[src/rtl/jtkiwi_sndctl_if.sv]
// Sound Z80 bus as seen by the Kiwi sound glue controller.
// master = CPU/devwait side, slave = glue controller.
interface jtkiwi_sndctl_if;
  logic [15:0] A;
  logic        mreq_n;
  logic        rfsh_n;
  logic        iorq_n;
  logic        wr_n;
  logic [7:0]  cpu_dout;
  logic [7:0]  cpu_din;
  logic        int_n;
  logic        dev_busy;

  modport master (
    output A, mreq_n, rfsh_n, iorq_n, wr_n, cpu_dout,
    input  cpu_din, int_n, dev_busy
  );

  modport slave (
    input  A, mreq_n, rfsh_n, iorq_n, wr_n, cpu_dout,
    output cpu_din, int_n, dev_busy
  );
endinterface

[src/rtl/jtkiwi_sndctl.sv]
// Kiwi-family sound CPU glue: address decode, ROM banking, FM wait,
// cabinet ports, VBL interrupt latch and frame watchdog.
module jtkiwi_sndctl #(
  parameter int unsigned BANKW       = 2,
  parameter int unsigned FM_WAIT     = 1,
  parameter int unsigned NCAB        = 3,
  parameter int unsigned WDOG_FRAMES = 8,
  parameter int unsigned WDOG_PULSE  = 16
) (
  input  logic                  clk,
  input  logic                  comb_rstn,
  input  logic                  cen6,
  jtkiwi_sndctl_if.slave        bus,
  input  logic                  LVBL,
  input  logic                  mshramen,
  input  logic [7:0]            rom_data,
  input  logic [7:0]            ram_dout,
  input  logic [7:0]            fm_dout,
  input  logic [8*NCAB-1:0]     cab_in,
  output logic [14+BANKW-1:0]   rom_addr,
  output logic                  rom_cs,
  output logic                  bank_cs,
  output logic                  fm_cs,
  output logic                  cab_cs,
  output logic                  ram_cs,
  output logic [BANKW-1:0]      bank,
  output logic                  mcu_rst,
  output logic                  wdog_rst
);

  localparam int unsigned ROMW = 14 + BANKW;

  logic       mem_acc;
  logic       irq_ack;
  logic       vbl_fall;
  logic       lvbl_l;
  logic       fmcs_l;
  logic [3:0] fm_cnt;
  logic       fm_busy;
  logic [7:0] cab_sel;
  logic [7:0] cab_dout;
  logic [7:0] din;
  logic       int_r;
  logic       unused_wr;

  // Write strobe is not needed: the bank latch follows its chip select.
  assign unused_wr = bus.wr_n;

  assign mem_acc  = ~bus.mreq_n & bus.rfsh_n;
  assign irq_ack  = ~bus.iorq_n;
  assign vbl_fall = lvbl_l & ~LVBL;

  assign rom_addr = bus.A[15] ? {1'b1, bank, bus.A[12:0]} : ROMW'(bus.A[14:0]);

  assign bus.cpu_din  = din;
  assign bus.int_n    = int_r;
  assign fm_busy      = fm_cnt != 4'd0;
  assign bus.dev_busy = (mshramen & ram_cs) | fm_busy;

  // Cabinet port selected by A[2:0]; unpopulated ports read as zero.
  always_comb begin
    cab_sel = 8'h00;
    for (int unsigned k = 0; k < NCAB; k++) begin
      if (bus.A[2:0] == 3'(k)) cab_sel = cab_in[8*k +: 8];
    end
  end

  always_ff @(posedge clk or negedge comb_rstn) begin
    if (!comb_rstn) begin
      rom_cs   <= 1'b0;
      bank_cs  <= 1'b0;
      fm_cs    <= 1'b0;
      cab_cs   <= 1'b0;
      ram_cs   <= 1'b0;
      cab_dout <= 8'h00;
      din      <= 8'h00;
    end else begin
      rom_cs   <= mem_acc && (bus.A[15:12] < 4'hA);
      bank_cs  <= mem_acc && (bus.A[15:12] == 4'hA);
      fm_cs    <= mem_acc && (bus.A[15:12] == 4'hB);
      cab_cs   <= mem_acc && (bus.A[15:12] == 4'hC);
      ram_cs   <= mem_acc && ((bus.A[15:12] == 4'hD) || (bus.A[15:12] == 4'hE));
      cab_dout <= cab_sel;
      if (rom_cs)      din <= rom_data;
      else if (ram_cs) din <= ram_dout;
      else if (fm_cs)  din <= fm_dout;
      else if (cab_cs) din <= cab_dout;
      else             din <= 8'h00;
    end
  end

  always_ff @(posedge clk or negedge comb_rstn) begin
    if (!comb_rstn) begin
      bank    <= '0;
      mcu_rst <= 1'b0;
    end else if (bank_cs) begin
      bank    <= bus.cpu_dout[BANKW-1:0];
      mcu_rst <= bus.cpu_dout[BANKW];
    end
  end

  // FM wait: a fresh FM select holds the CPU for FM_WAIT cen6 ticks.
  always_ff @(posedge clk or negedge comb_rstn) begin
    if (!comb_rstn) begin
      fmcs_l <= 1'b0;
      fm_cnt <= 4'd0;
    end else if (cen6) begin
      fmcs_l <= fm_cs;
      if (fm_cs && !fmcs_l)  fm_cnt <= 4'(FM_WAIT);
      else if (fm_busy)      fm_cnt <= fm_cnt - 4'd1;
    end
  end

  // VBL interrupt latch; a new frame edge beats a simultaneous acknowledge.
  always_ff @(posedge clk or negedge comb_rstn) begin
    if (!comb_rstn) begin
      lvbl_l <= 1'b1;
      int_r  <= 1'b1;
    end else begin
      lvbl_l <= LVBL;
      if (vbl_fall)     int_r <= 1'b0;
      else if (irq_ack) int_r <= 1'b1;
    end
  end

  generate
    if (WDOG_FRAMES > 0) begin : g_wdog
      localparam int unsigned FW = $clog2(WDOG_FRAMES + 1);
      localparam int unsigned PW = (WDOG_PULSE > 1) ? $clog2(WDOG_PULSE) : 1;

      logic [FW-1:0] frames;
      logic [PW-1:0] pulse_cnt;
      logic          pulse;
      logic          timeout;

      // Frame count, cleared by any bank write, fires on the last frame.
      assign timeout  = !bank_cs && vbl_fall && (frames == FW'(WDOG_FRAMES - 1));
      assign wdog_rst = pulse;

      always_ff @(posedge clk or negedge comb_rstn) begin
        if (!comb_rstn) begin
          frames    <= '0;
          pulse_cnt <= '0;
          pulse     <= 1'b0;
        end else begin
          if (bank_cs || timeout) frames <= '0;
          else if (vbl_fall)      frames <= frames + FW'(1);

          if (timeout) begin
            pulse     <= 1'b1;
            pulse_cnt <= PW'(WDOG_PULSE - 1);
          end else if (pulse_cnt != '0) begin
            pulse_cnt <= pulse_cnt - PW'(1);
          end else begin
            pulse     <= 1'b0;
          end
        end
      end
    end else begin : g_no_wdog
      assign wdog_rst = 1'b0;
    end
  endgenerate

endmodule

[src/flat_wrapper.sv]
// flat-port wrapper written by rule: the top's interface ports become plain ports
module jtkiwi_sndctl_flat 
#(
  parameter int unsigned BANKW       = 2,
  parameter int unsigned FM_WAIT     = 1,
  parameter int unsigned NCAB        = 3,
  parameter int unsigned WDOG_FRAMES = 8,
  parameter int unsigned WDOG_PULSE  = 16
)
  (clk, comb_rstn, cen6, LVBL, mshramen, rom_data, ram_dout, fm_dout, cab_in, rom_addr, rom_cs, bank_cs, fm_cs, cab_cs, ram_cs, bank, mcu_rst, wdog_rst, bus_A, bus_mreq_n, bus_rfsh_n, bus_iorq_n, bus_wr_n, bus_cpu_dout, bus_cpu_din, bus_int_n, bus_dev_busy);
  jtkiwi_sndctl_if bus_i ();
  input  logic clk;
  input  logic comb_rstn;
  input  logic cen6;
  input  logic LVBL;
  input  logic mshramen;
  input  logic [7:0] rom_data;
  input  logic [7:0] ram_dout;
  input  logic [7:0] fm_dout;
  input  logic [8*NCAB-1:0] cab_in;
  output logic [14+BANKW-1:0] rom_addr;
  output logic rom_cs;
  output logic bank_cs;
  output logic fm_cs;
  output logic cab_cs;
  output logic ram_cs;
  output logic [BANKW-1:0] bank;
  output logic mcu_rst;
  output logic wdog_rst;
  input wire logic [$bits(bus_i.A)-1:0] bus_A;
  input wire logic [$bits(bus_i.mreq_n)-1:0] bus_mreq_n;
  input wire logic [$bits(bus_i.rfsh_n)-1:0] bus_rfsh_n;
  input wire logic [$bits(bus_i.iorq_n)-1:0] bus_iorq_n;
  input wire logic [$bits(bus_i.wr_n)-1:0] bus_wr_n;
  input wire logic [$bits(bus_i.cpu_dout)-1:0] bus_cpu_dout;
  output wire logic [$bits(bus_i.cpu_din)-1:0] bus_cpu_din;
  output wire logic [$bits(bus_i.int_n)-1:0] bus_int_n;
  output wire logic [$bits(bus_i.dev_busy)-1:0] bus_dev_busy;
  assign bus_i.A = bus_A;
  assign bus_i.mreq_n = bus_mreq_n;
  assign bus_i.rfsh_n = bus_rfsh_n;
  assign bus_i.iorq_n = bus_iorq_n;
  assign bus_i.wr_n = bus_wr_n;
  assign bus_i.cpu_dout = bus_cpu_dout;
  assign bus_cpu_din = bus_i.cpu_din;
  assign bus_int_n = bus_i.int_n;
  assign bus_dev_busy = bus_i.dev_busy;
  jtkiwi_sndctl #(.BANKW(BANKW), .FM_WAIT(FM_WAIT), .NCAB(NCAB), .WDOG_FRAMES(WDOG_FRAMES), .WDOG_PULSE(WDOG_PULSE)) u_core (.clk(clk), .comb_rstn(comb_rstn), .cen6(cen6), .bus(bus_i), .LVBL(LVBL), .mshramen(mshramen), .rom_data(rom_data), .ram_dout(ram_dout), .fm_dout(fm_dout), .cab_in(cab_in), .rom_addr(rom_addr), .rom_cs(rom_cs), .bank_cs(bank_cs), .fm_cs(fm_cs), .cab_cs(cab_cs), .ram_cs(ram_cs), .bank(bank), .mcu_rst(mcu_rst), .wdog_rst(wdog_rst));
endmodule
[config.mk]
export PLATFORM = sky130hd
export DESIGN_NAME = jtkiwi_sndctl_flat
export DESIGN_NICKNAME = d
export VERILOG_FILES = /design/src/rtl/jtkiwi_sndctl_if.sv /design/src/rtl/jtkiwi_sndctl.sv /design/src/flat_wrapper.sv
export SDC_FILE = /design/constraint.sdc
export NUM_CORES = 1
export LEC_CHECK = 0
export BUFFER_PORTS_ARGS = -buffer_cell sky130_fd_sc_hd__clkbuf_2
export CAP_MARGIN = 15
export CORE_UTILIZATION = 45
export DETAILED_ROUTE_END_ITERATION = 12
export GPL_TIMING_DRIVEN = 0
export PLACE_DENSITY = 0.87
export SYNTH_ARGS = -nofsm -noshare
export SYNTH_HDL_FRONTEND = slang
export SYNTH_SLANG_ARGS = --single-unit
export TNS_END_PERCENT = 100
[constraint.sdc]
create_clock -name clk -period 1.58 [get_ports clk]
set_input_delay 0.395 -clock clk [delete_from_list [all_inputs] [get_ports clk]]
set_output_delay 0.395 -clock clk [all_outputs]
set_load 0.005 [all_outputs]
* Word-level counts from Yosys, hierarchy flattened
Index checks and enable logic that the tools add are counted.
** Word-level totals
- Register bits after elaboration :: 40
** Cells by class
- Add/subtract/negate cells :: 3
- $lt $le $gt $ge :: 1
- Equality and inequality tests :: 10
- Multiplexer cells :: 18
- Bitwise gates (word level) :: 6
- Reductions and logical operators :: 19
** Operators with widths (count)
- $mux W8 :: 7
- $mux W4 :: 6
- $eq A4 B4 Y1 const B :: 5
- $mux W16 :: 1
- $logic_and A1 B1 Y1 :: 8
- $reduce_bool A4 Y1 :: 2
- $sub A4 B1 Y4 const B :: 2
- $reduce_bool A2 Y1 :: 3
- $add A4 B1 Y4 const B :: 1
- $eq A4 B3 Y1 const B :: 1
- $lt A4 B4 Y1 const B :: 1
- $mux W1 :: 4
- $ne A2 B1 Y1 const B :: 2
- $and A1 B1 Y1 :: 3
- $eq A3 B1 Y1 const B :: 1
- $eq A3 B2 Y1 const B :: 1
- $logic_not A3 Y1 :: 1
- $logic_not A1 Y1 :: 2
- $logic_or A1 B1 Y1 :: 2
- $not A1 Y1 :: 2
- $reduce_and A2 Y1 :: 1
- $or A1 B1 Y1 :: 1

* Depth between registers and ports, before layout
Gate-level depths: netlist (run 1).
- Depth in word-level cells :: 6
- Mapped depth :: 5

* Least setup slack after synthesis (run 1)
Ideal clock, no wire load.
- Kind :: reg-to-output
- From :: register u_core.fm_cnt[1]
- To :: output port bus_dev_busy
- Arrival time :: 1.006 ns
- Data required time :: 1.185 ns
- Path slack :: 0.179 ns
- Stages on the path, launching flop included :: 5
- Path buffers :: 0
- Cells stage by stage :: dfrtp_1 -> inv_1 -> ha_1 -> nor3b_1 -> nand2_1
** Between the ends
- Longest elaborated chain between the ends :: 2
** Ends and longest elaborated chain
- start, declared :: RTL line jtkiwi_sndctl.sv:38 : logic [3:0] fm_cnt;
- start signal, assigned :: RTL line jtkiwi_sndctl.sv:109 : if (fm_cs && !fmcs_l) fm_cnt <= 4'(FM_WAIT);
- start signal, assigned :: RTL line jtkiwi_sndctl.sv:110 : else if (fm_busy) fm_cnt <= fm_cnt - 4'd1;
- $reduce_bool A4 Y1 :: RTL line jtkiwi_sndctl.sv:57 : assign fm_busy = fm_cnt != 4'd0;
- $or A1 B1 Y1 :: RTL line jtkiwi_sndctl.sv:58 : assign bus.dev_busy = (mshramen & ram_cs) | fm_busy;
- end, declared :: RTL line flat_wrapper.sv:38 : output wire logic [$bits(bus_i.dev_busy)-1:0] bus_dev_busy;
Every way passes these cells.

* Worst setup path in the final report (run 1)
Ends and elaborated chain as after synthesis.

==> results.yml, run 1 <==
global_route:
  grt_pass1_wl_mm: 7.051
  grt_overflow: 0
  grt_max_degree: 41
  antenna_found_initial: 0
  grt_use_total: 0.1818
  first_global_vias: 1653
floorplanning:
  io_pins: 116
  fp-row-count: 24
  chipHeight_um: 70.75
  start_util: 0.4786
  die_w_um: 70.75
  core_um2: 4444
  die_area_um2: 5006
power:
  clkPwrFrac: 0.226
  internal_power_w: 0.002089
  p_leak_nw: 1.493
  power_w: 0.002970
  switching_share: 0.2966
  comb_power_share: 0.305
  peakVddDrop_mv: 0.5860
  p_per_area_nw_per_um2: 1050
  switchingPower_w: 0.0008810
  pwr-share-seq: 0.470
timing:
  relSlewSlack: 0.3845
  clock_skew_ns: 0.002934
  worst_pin_slew_ns: 0.9232
  fin_crit_sh: 1.045
  grt_setup_unrepaired: "yes"
  setup_viol: 1
  finalHoldViolCount: 0
  whs_ns: 0.2252
  slew_viol_final: 0
  period_needed_ns: 1.651
  setup_ws_ns: -0.07077
  fmax_mhz: 605.8
cells_and_area:
  stdcell_count: 368
  layout_commonest_cell: "clkbuf_2"
  area_delta_synth_final_pct: 33.00
  fin_nets: 400
  final_core_util: 0.6365
  layout_common_cells: "clkbuf_2 (98), dfrtp_1 (38), nand2_1 (23)"
  diodes: 0
  drive_gt1_frac: 0.4525
routing:
  wl_met2_mm: 2.201
  drc: 4
  wl_per_cell_um: 11.90
  wl_mm: 4.378
  first_pass_iters: 8
  wirelength_met1_mm: 1.812
  drt_iter0_drc: 76
  viasPerCell: 4.973
  topRoutingLayerUsed: "met4"
  route.met3.wl_um: 292
  num_vias: 1830
  postRouteAntennaNets: 0
critical_path:
  crit_path_start_kind: "flop"
  arrival_ns: 1.26
  crit_required_ns: 1.18
  end_kind: "output pin"
  worstPathMaxFanout: 3
  worstSetupPathType: "reg -> out"
placement:
  gp_congestion: 0.8120
  dp_slack_ns: -0.08547
  dp_hpwl_mm: 3.621
  dp_cells: 356
  port_buffers: 98
yosys:
  yosysUniqueCellTypes: 43
  ys_seq_area_frac: 0.4718
  ys_ff_latch: 40
  postSynthNetCount: 291
  synth-main-ff-cell: "dfrtp_1"
  synth_edf_count: 0
  syn_avg_cell_area_um2: 10.33
  syn_area_um2: 2127
  synthCells: 206
  synthArstFlopShare: 1.000
  yosysWarnings: 0
status:
  violations: "design-rule violations, negative setup slack"
  status: "finished, violations left"
clock_tree:
  cts_tree: "done"
  htreeDepth: 2
  cts.sinks: 40
  clock_latency_ns: 0.29
  root_buffer: "clkbuf_8"
  clk_pin_slew_ns: 0.07
  hold_buffers: 0
  clockBufferDepth: 2
  cts_buffers: 5
flow_run:
  drv_cap: 0
hold_path:
  hold_path_class: "in -> async"
==> critical path: stages (launching register included) <==
cell and delay, ns:
dfrtp_1 0.41, inv_2 0.09, ha_4 0.13, nor3b_4 0.18, nand2_1 0.07, clkbuf_2 0.11
==> timing repair <==
item | 4_1_cts | 5_1_grt
setup buffers | 3 | 1
resized for setup | 7 | 0
endpoints found under the setup margin | 1 | 1
pin swaps | 1 | 2
==> Yosys cell counts, drive strengths merged, types with 2 or more instances <==
library cell / n / area share
dfrtp: 38 / 0.45
nand2: 23 / 0.041
buf: 20 / 0.064
a21oi: 15 / 0.035
nor2b: 11 / 0.034
mux2i: 10 / 0.047
inv: 8 / 0.014
or2: 8 / 0.024
a221oi: 7 / 0.029
o31ai: 7 / 0.025
mux2: 6 / 0.032
nand3b: 6 / 0.027
nand2b: 5 / 0.018
o21ai: 5 / 0.012
ha: 4 / 0.024
nand3: 4 / 0.0094
nor3b: 3 / 0.013
and3b: 2 / 0.0082
clkbuf: 2 / 0.0035
dfstp: 2 / 0.025
nor2: 2 / 0.0035
nor3: 2 / 0.0047
nor4b: 2 / 0.0082
or3: 2 / 0.0082
xor2: 2 / 0.0082
==> power by group through the flow <==
stage / Sequential [W] / Combinational, W / Clock [W]
2_1_floorplan: 0.00137 / 0.000544 / 0
4_1_cts: 0.00140 / 0.000911 / 0.000701
6_report: 0.00140 / 0.000905 / 0.000670
5_1_grt: 0.00142 / 0.00102 / 0.000739
3_3_place_gp: 0.00139 / 0.000768 / 0
3_5_place_dp: 0.00141 / 0.000816 / 0
==> sequential cells by signal, summed over array words and instances (netlist names), 2 cells and up <==
register	count
u_core.bus.cpu_din	8
u_core.cab_dout	8
u_core.g_wdog.frames	4
u_core.bank	2
u_core.fm_cnt	4
u_core.g_wdog.pulse_cnt	4
==> final timing paths <==
kind,slack (ns),cells after the start,to,from
setup reg to reg,0.08,7,u_core.fm_cnt[1],u_core.fm_cnt[1]
setup / recovery,-0.07,5,bus_dev_busy,u_core.fm_cnt[1]
hold / removal,0.23,1,u_core.bank[0],comb_rstn
max in group asynchronous,0.77,1,u_core.bus.cpu_din[5],comb_rstn
min in group clk,0.23,1,u_core.lvbl_l,LVBL
hold reg to reg,0.46,2,u_core.bus.int_n,u_core.bus.int_n
==> per-stage QoR <==
stage               area, µm²  TNS (ns)
global placement         2683  -0.05036
CTS                      2821  -0.07635
global route             2829   -0.1573
detailed placement       2683  -0.08547
floorplan                2127         0
finish                   2829  -0.07077
==> logic make-up after synthesis <==
logic type                 synth area share
and+or+nand+nor                      0.2059
AOI/OAI and AO/OA                    0.1265
DFF                                  0.4718
buffers and inverters               0.08118
muxes                               0.07882
adders and majority gates           0.02353
xor gates and xnor gates            0.01236
==> area by class of cell <==
| type | count | area [µm²] |
|---|---|---|
| Buffer | 22 | 145.1 |
| Timing Repair Buffer | 102 | 520.5 |
| Tap cell | 52 | 65.06 |
| Fill cell | 388 | 1615 |
| Multi-Input combinational cell | 136 | 974.7 |
| Clock buffer | 8 | 90.09 |
| Inverter | 8 | 30.03 |
| Sequential cell | 40 | 1003 |
==> per-layer routing <==
metal,track usage,up-vias
li1,-,927
met1,0.2130,832
met2,0.3098,65
met3,0.05413,6
met4,0.08000,0
met5,0,-
(Power assumes the default switching activity.)
==> inputs of run 2 (changes only) <==
--- a/config.mk
+++ b/config.mk
@@ -5,12 +5,14 @@
 export SDC_FILE = /design/constraint.sdc
 export NUM_CORES = 1
 export LEC_CHECK = 0
+export ABC_AREA = 1
 export BUFFER_PORTS_ARGS = -buffer_cell sky130_fd_sc_hd__clkbuf_2
 export CAP_MARGIN = 15
-export CORE_UTILIZATION = 45
+export CORE_UTILIZATION = 44
 export DETAILED_ROUTE_END_ITERATION = 12
 export GPL_TIMING_DRIVEN = 0
-export PLACE_DENSITY = 0.87
+export PLACE_DENSITY = 0.86
+export SKIP_CTS_REPAIR_TIMING = 1
 export SYNTH_ARGS = -nofsm -noshare
 export SYNTH_HDL_FRONTEND = slang
 export SYNTH_SLANG_ARGS = --single-unit
==> run 2 against run 1 <==
Against the previous run:
- the flow now finishes without violations
- worst hold slack worse by 0.028 ns
- total power up 1.3%
- clock skew is 0.0032 ns higher
- area after synthesis fell by 4.9%
- critical path depth shrank 1
- clock power increased by 1%
- non-clock buffer count is 5 lower
- global-route usage rose by 1.2 points
- fmax up 10%
- first-iteration DRC count is 5.3% higher
- register-to-register slack improved by 0.20 ns
- critical endpoint unchanged
- largest cell class unchanged
==> results.yml, run 2 <==
timing:
  finalHoldViolCount: 0
  slew_viol_final: 0
  worst_pin_slew_ns: 0.9394
  setup_viol: 0
  fin_crit_sh: 0.9487
  relSlewSlack: 0.3737
  grt_setup_unrepaired: "no"
  fmax_mhz: 667.1
  period_needed_ns: 1.499
  clock_skew_ns: 0.006143
cells_and_area:
  layout_common_cells: "clkbuf_2 (100), nand2_1 (99), dfrtp_1 (38)"
  stdcell_count: 416
  drive_gt1_frac: 0.3599
  design_area_um2: 2710
  final_core_util: 0.6182
  area_delta_synth_final_pct: 34.03
  diodes: 0
  layout_commonest_cell: "clkbuf_2"
  fin_nets: 448
critical_path:
  path_cells: "buf_4, nand2_1, nand3_1, clkbuf_2"
  worstPathMaxFanout: 10
  worstSetupPathType: "reg -> out"
  cp_slowest_cell: "dfrtp_1"
  crit_required_ns: 1.18
  arrival_ns: 1.10
  worst_path_largest_cell_delay_ns: 0.40
  crit_path_start_kind: "flop"
  end_kind: "output pin"
routing:
  num_vias: 1982
  postRouteAntennaNets: 0
  drt_iter0_drc: 80
  wl_per_cell_um: 11.11
  viasPerCell: 4.764
  drc: 0
  first_pass_iters: 4
  wl_mm: 4.621
floorplanning:
  core_um2: 4384
  die_area_um2: 4871
  chipHeight_um: 69.79
  fp-row-count: 24
  io_pins: 116
  die_w_um: 69.79
  start_util: 0.4612
yosys:
  ys_seq_area_frac: 0.4963
  synth_commonest_cells: "nand2_1 (99), dfrtp_1 (38), inv_1 (22), nand3_1 (20), buf_4 (14)"
  synth_edf_count: 0
  synthCells: 254
  yosysUniqueCellTypes: 22
  ys_ff_latch: 40
  syn_area_um2: 2022
  synth_top_area_share: 0.4703
  postSynthNetCount: 339
  yosysMostFrequentCell: "nand2_1"
  yosys-top-cells-area: "dfrtp_1 (47%), nand2_1 (18%), buf_4 (5.2%)"
  yosysWarnings: 0
  synth-main-ff-cell: "dfrtp_1"
  synthArstFlopShare: 1.000
  syn_avg_cell_area_um2: 7.960
  synth_largest_area_cell: "dfrtp_1"
hold_path:
  hold_path_class: "in -> reg"
clock_tree:
  root_buffer: "clkbuf_8"
  cts_buffers: 5
  cts.sinks: 40
  clk_pin_slew_ns: 0.07
  cts_tree: "done"
  clock_latency_ns: 0.28
  clockBufferDepth: 2
  htreeDepth: 2
power:
  p_per_area_nw_per_um2: 1110
  peakVddDrop_mv: 0.5052
  p_leak_nw: 1.579
  power_w: 0.003008
global_route:
  grt_max_degree: 41
  antenna_found_initial: 0
  busiest_layer: "met2"
  grt_pass1_wl_mm: 7.583
  met2_usage: 0.3323
  first_global_vias: 1826
  grt_use_total: 0.1942
  grt_overflow: 0
  met1_usage: 0.2438
  grt_use_met3: 0.02907
status:
  status: "complete, no violations"
placement:
  dp_cells: 406
  port_buffers: 100
  gp_congestion: 0.8504
  dp_hpwl_mm: 3.716
  place_area_um2: 2587
flow_run:
  drv_cap: 0
-- run 2: cell types whose count changed after synthesis, sizes merged, moves of 5 or more --
cell and change:
inv +14, mux2i -10, nor2b -11, o31ai -7, nor2 +9, a21oi -6, a221oi -7, mux2 -5
or2 -8, nand3b -5, nand2 +76, nand2b -5, nand3 +16, o211ai +10
-- run 2: stage by stage --
stage               setup slack (ns)  TNS [ns]  hold WS [ns]
floorplan                     0.4178         0       0.09941
global placement              0.1334         0        0.4610
detailed placement           0.07761         0        0.4754
CTS                         -0.02249  -0.02249        0.1922
global route                0.004329         0        0.1960
finish                       0.08108         0        0.1975
-- run 2: logic make-up after synthesis --
kind of cell    share of synthesized area
flops                              0.4963
simple gates                       0.2809
fa+ha+maj                         0.02475
xor+xnor                         0.004332
buf+inv                            0.1015
compound gates                    0.08663
mux                              0.005569
-- run 2: report_power, final --
group | leakage [nW] | total [W] | internal (W) | switching [W]
registers | 0.513 | 0.00138 | 0.00124 | 0.000148
clock network | 0.0455 | 0.000679 | 0.000356 | 0.000323
logic | 1.02 | 0.000945 | 0.000450 | 0.000496
-- run 2: critical path, delay by kind of cell (launching register included) --
| kind | cells | cell delay, ns |
|---|---|---|
| flip-flops | 1 | 0.40 |
| buffers and inverters | 2 | 0.29 |
| AND/OR/NAND/NOR | 2 | 0.13 |
-- run 2: worst paths after layout --
kind,start,to,slack (ns),depth (start not counted)
worst max-delay path,u_core.ram_cs,bus_dev_busy,0.08,4
worst min-delay path,LVBL,u_core.lvbl_l,0.20,1
worst max register to register,u_core.g_wdog.pulse_cnt[0],u_core.g_wdog.pulse_cnt[0],0.28,7
worst min register to register,u_core.mcu_rst,u_core.mcu_rst,0.49,2
max in group asynchronous,comb_rstn,u_core.bus.cpu_din[4],0.76,1
min in group asynchronous,comb_rstn,u_core.bus.cpu_din[7],0.25,1
-- run 2: per-layer routing --
metal,wire (µm),share of wire,up-vias
li1,-,-,1019
met1,1948,0.42,878
met2,2325,0.50,75
met3,259,0.056,10
met4,88,0.019,0
met5,0,0,-
-- run 2: cell type report --
class                           count  area (µm²)
Fill cell                         394        1674
Sequential cell                    40        1003
Multi-Input combinational cell    174       828.3
Timing Repair Buffer              102       515.5
Buffer                             17       121.4
Clock buffer                        8       90.09
Inverter                           23       86.33
Tap cell                           52       65.06
==> inputs of run 3 (changes only) <==
==> constraint.sdc (replaced) <==
create_clock -name clk -period 1.58 [get_ports clk]
set_input_delay 0.079 -clock clk [delete_from_list [all_inputs] [get_ports clk]]
set_output_delay 0.079 -clock clk [all_outputs]
set_load 0.005 [all_outputs]
==> run 3 against run 2 <==
Against the previous run:
- the run now ends with negative hold slack left
- count of clock-buffer cells in the layout unchanged
- register-to-register slack about the same
- sequential share of layout area increased by 0.31 points
- global-route usage unchanged
- sequential power about the same
- core utilization decreased by 0.51 points
- worst hold slack got worse by 0.26 ns
- critical endpoint is now u_core.g_wdog.pulse_cnt[0]
- highest routed layer unchanged
==> results.yml, run 3 (synthesis results as in run 2) <==
routing:
  wl_per_cell_um: 11.05
  viasPerCell: 4.793
  num_vias: 1989
  postRouteAntennaNets: 0
  first_pass_iters: 4
  wl_mm: 4.587
  drt_iter0_drc: 91
  drc: 0
power:
  switching_share: 0.3183
  p_leak_nw: 1.575
  pwr-share-seq: 0.471
  power_w: 0.002920
  peakVddDrop_mv: 0.5019
  comb_power_share: 0.298
  p_per_area_nw_per_um2: 1086
  switchingPower_w: 0.0009293
  internal_power_w: 0.001990
  clkPwrFrac: 0.231
cells_and_area:
  layout_commonest_cell: "clkbuf_2"
  fin_nets: 447
  area_delta_synth_final_pct: 32.92
  drive_gt1_frac: 0.3444
  nFillCells: 396
  design_area_um2: 2688
  diodes: 0
  layout_common_cells: "clkbuf_2 (100), nand2_1 (99), dfrtp_1 (38)"
critical_path:
  path_cells: "inv_1, ha_1, nand2_1, nor2_1, inv_1, nand2_1, nand3_1"
  worstSetupPathType: "reg -> reg"
  crit_required_ns: 1.74
  worstPathMaxFanout: 4
  end_kind: "flop"
  worst_path_largest_cell_delay_ns: 0.39
  reg2reg_depth: 7
  crit_path_start_kind: "flop"
  cp_slowest_cell: "dfrtp_1"
  arrival_ns: 1.47
floorplanning:
  die_area_um2: 4871
  io_pins: 116
  chipHeight_um: 69.79
  core_um2: 4384
  fp-row-count: 24
  start_util: 0.4612
  die_w_um: 69.79
clock_tree:
  clockBufferDepth: 2
  cts_buffers: 5
  clock_latency_ns: 0.28
  cts_tree: "done"
  cts.sinks: 40
  htreeDepth: 2
  clk_pin_slew_ns: 0.07
  root_buffer: "clkbuf_8"
global_route:
  grt_max_degree: 41
  grt_overflow: 0
  antenna_found_initial: 0
  grt_pass1_wl_mm: 7.583
  grt_use_total: 0.1942
  first_global_vias: 1826
timing:
  relSlewSlack: 0.3729
  fmax_mhz: 761.6
  fin_crit_sh: 0.8310
  slew_viol_final: 0
  finalSetupTns_ns: 0
  period_needed_ns: 1.313
  finalHoldViolCount: 39
  grt_setup_unrepaired: "no"
  whs_ns: -0.06478
  worst_pin_slew_ns: 0.9406
  clock_skew_ns: 0.004320
  setup_ws_ns: 0.2670
  setup_viol: 0
flow_run:
  drv_cap: 0
placement:
  place_area_um2: 2587
  port_buffers: 100
  gp_congestion: 0.8504
  dp_hpwl_mm: 3.716
  dp_slack_ns: 0.2824
status:
  violations: "negative hold slack"
  status: "finished, violations left"
hold_path:
  hold_path_class: "in -> async"
[run 3: cell count changes in the layout (fill, tap and decap cells not counted), sizes merged]
| cell | before | now |
|---|---|---|
| buf | 18 | 16 |
| dlygate4sd3 | 0 | 1 |
[run 3: worst paths after layout]
path                                              end                       start  slack (ns)
min in group clk                   u_core.cab_dout[6]                  cab_in[14]           0
setup reg to reg           u_core.g_wdog.pulse_cnt[0]  u_core.g_wdog.pulse_cnt[0]        0.27
setup / recovery           u_core.g_wdog.pulse_cnt[0]  u_core.g_wdog.pulse_cnt[0]        0.27
max in group asynchronous              u_core.bank[1]                   comb_rstn        1.07
hold / removal                  u_core.bus.cpu_din[7]                   comb_rstn       -0.06
hold reg to reg                        u_core.mcu_rst              u_core.mcu_rst        0.49
[run 3: stage by stage]
stage / util / hold WS (ns) / cells
detailed placement: 0.5902 / 0.1812 / 406
finish: 0.6130 / -0.06478 / 415
floorplan: - / -0.2166 / 254
global placement: 0.5902 / 0.1828 / 406
CTS: 0.6107 / -0.1238 / 414
global route: 0.6130 / 0.0008046 / 415
[run 3: critical path: cells and delay by family, from the launching register on]
family / cells / cell delay [ns]
adder cells (fa/ha/maj): 1 / 0.20
buffers and inverters: 2 / 0.18
flip-flops: 1 / 0.39
AND/OR/NAND/NOR: 4 / 0.41
[run 3: final cells by class]
type                       count  area [µm²]  area share
sequential                    40        1003      0.3734
timing repair buffer         101       510.5      0.1899
inverter                      23       86.33     0.03212
buffer                        17       118.9     0.04423
tap                           52       65.06     0.02421
multi-input combinational    174       813.3      0.3026
clock buffer                   8       90.09     0.03352
[run 3: power by group through the flow]
stage	combinational, W	clock [W]	sequential [W]
6_report	0.000870	0.000675	0.00138
5_1_grt	0.00101	0.000732	0.00140
4_1_cts	0.000880	0.000693	0.00137
3_5_place_dp	0.000874	0	0.00139
3_3_place_gp	0.000819	0	0.00138
2_1_floorplan	0.000566	0	0.00136
[run 3: per-layer routing]
layer,GRT usage,wire [µm]
met5,0,0
met4,0.08222,72
met3,0.02907,248
met2,0.3323,2316
met1,0.2438,1950
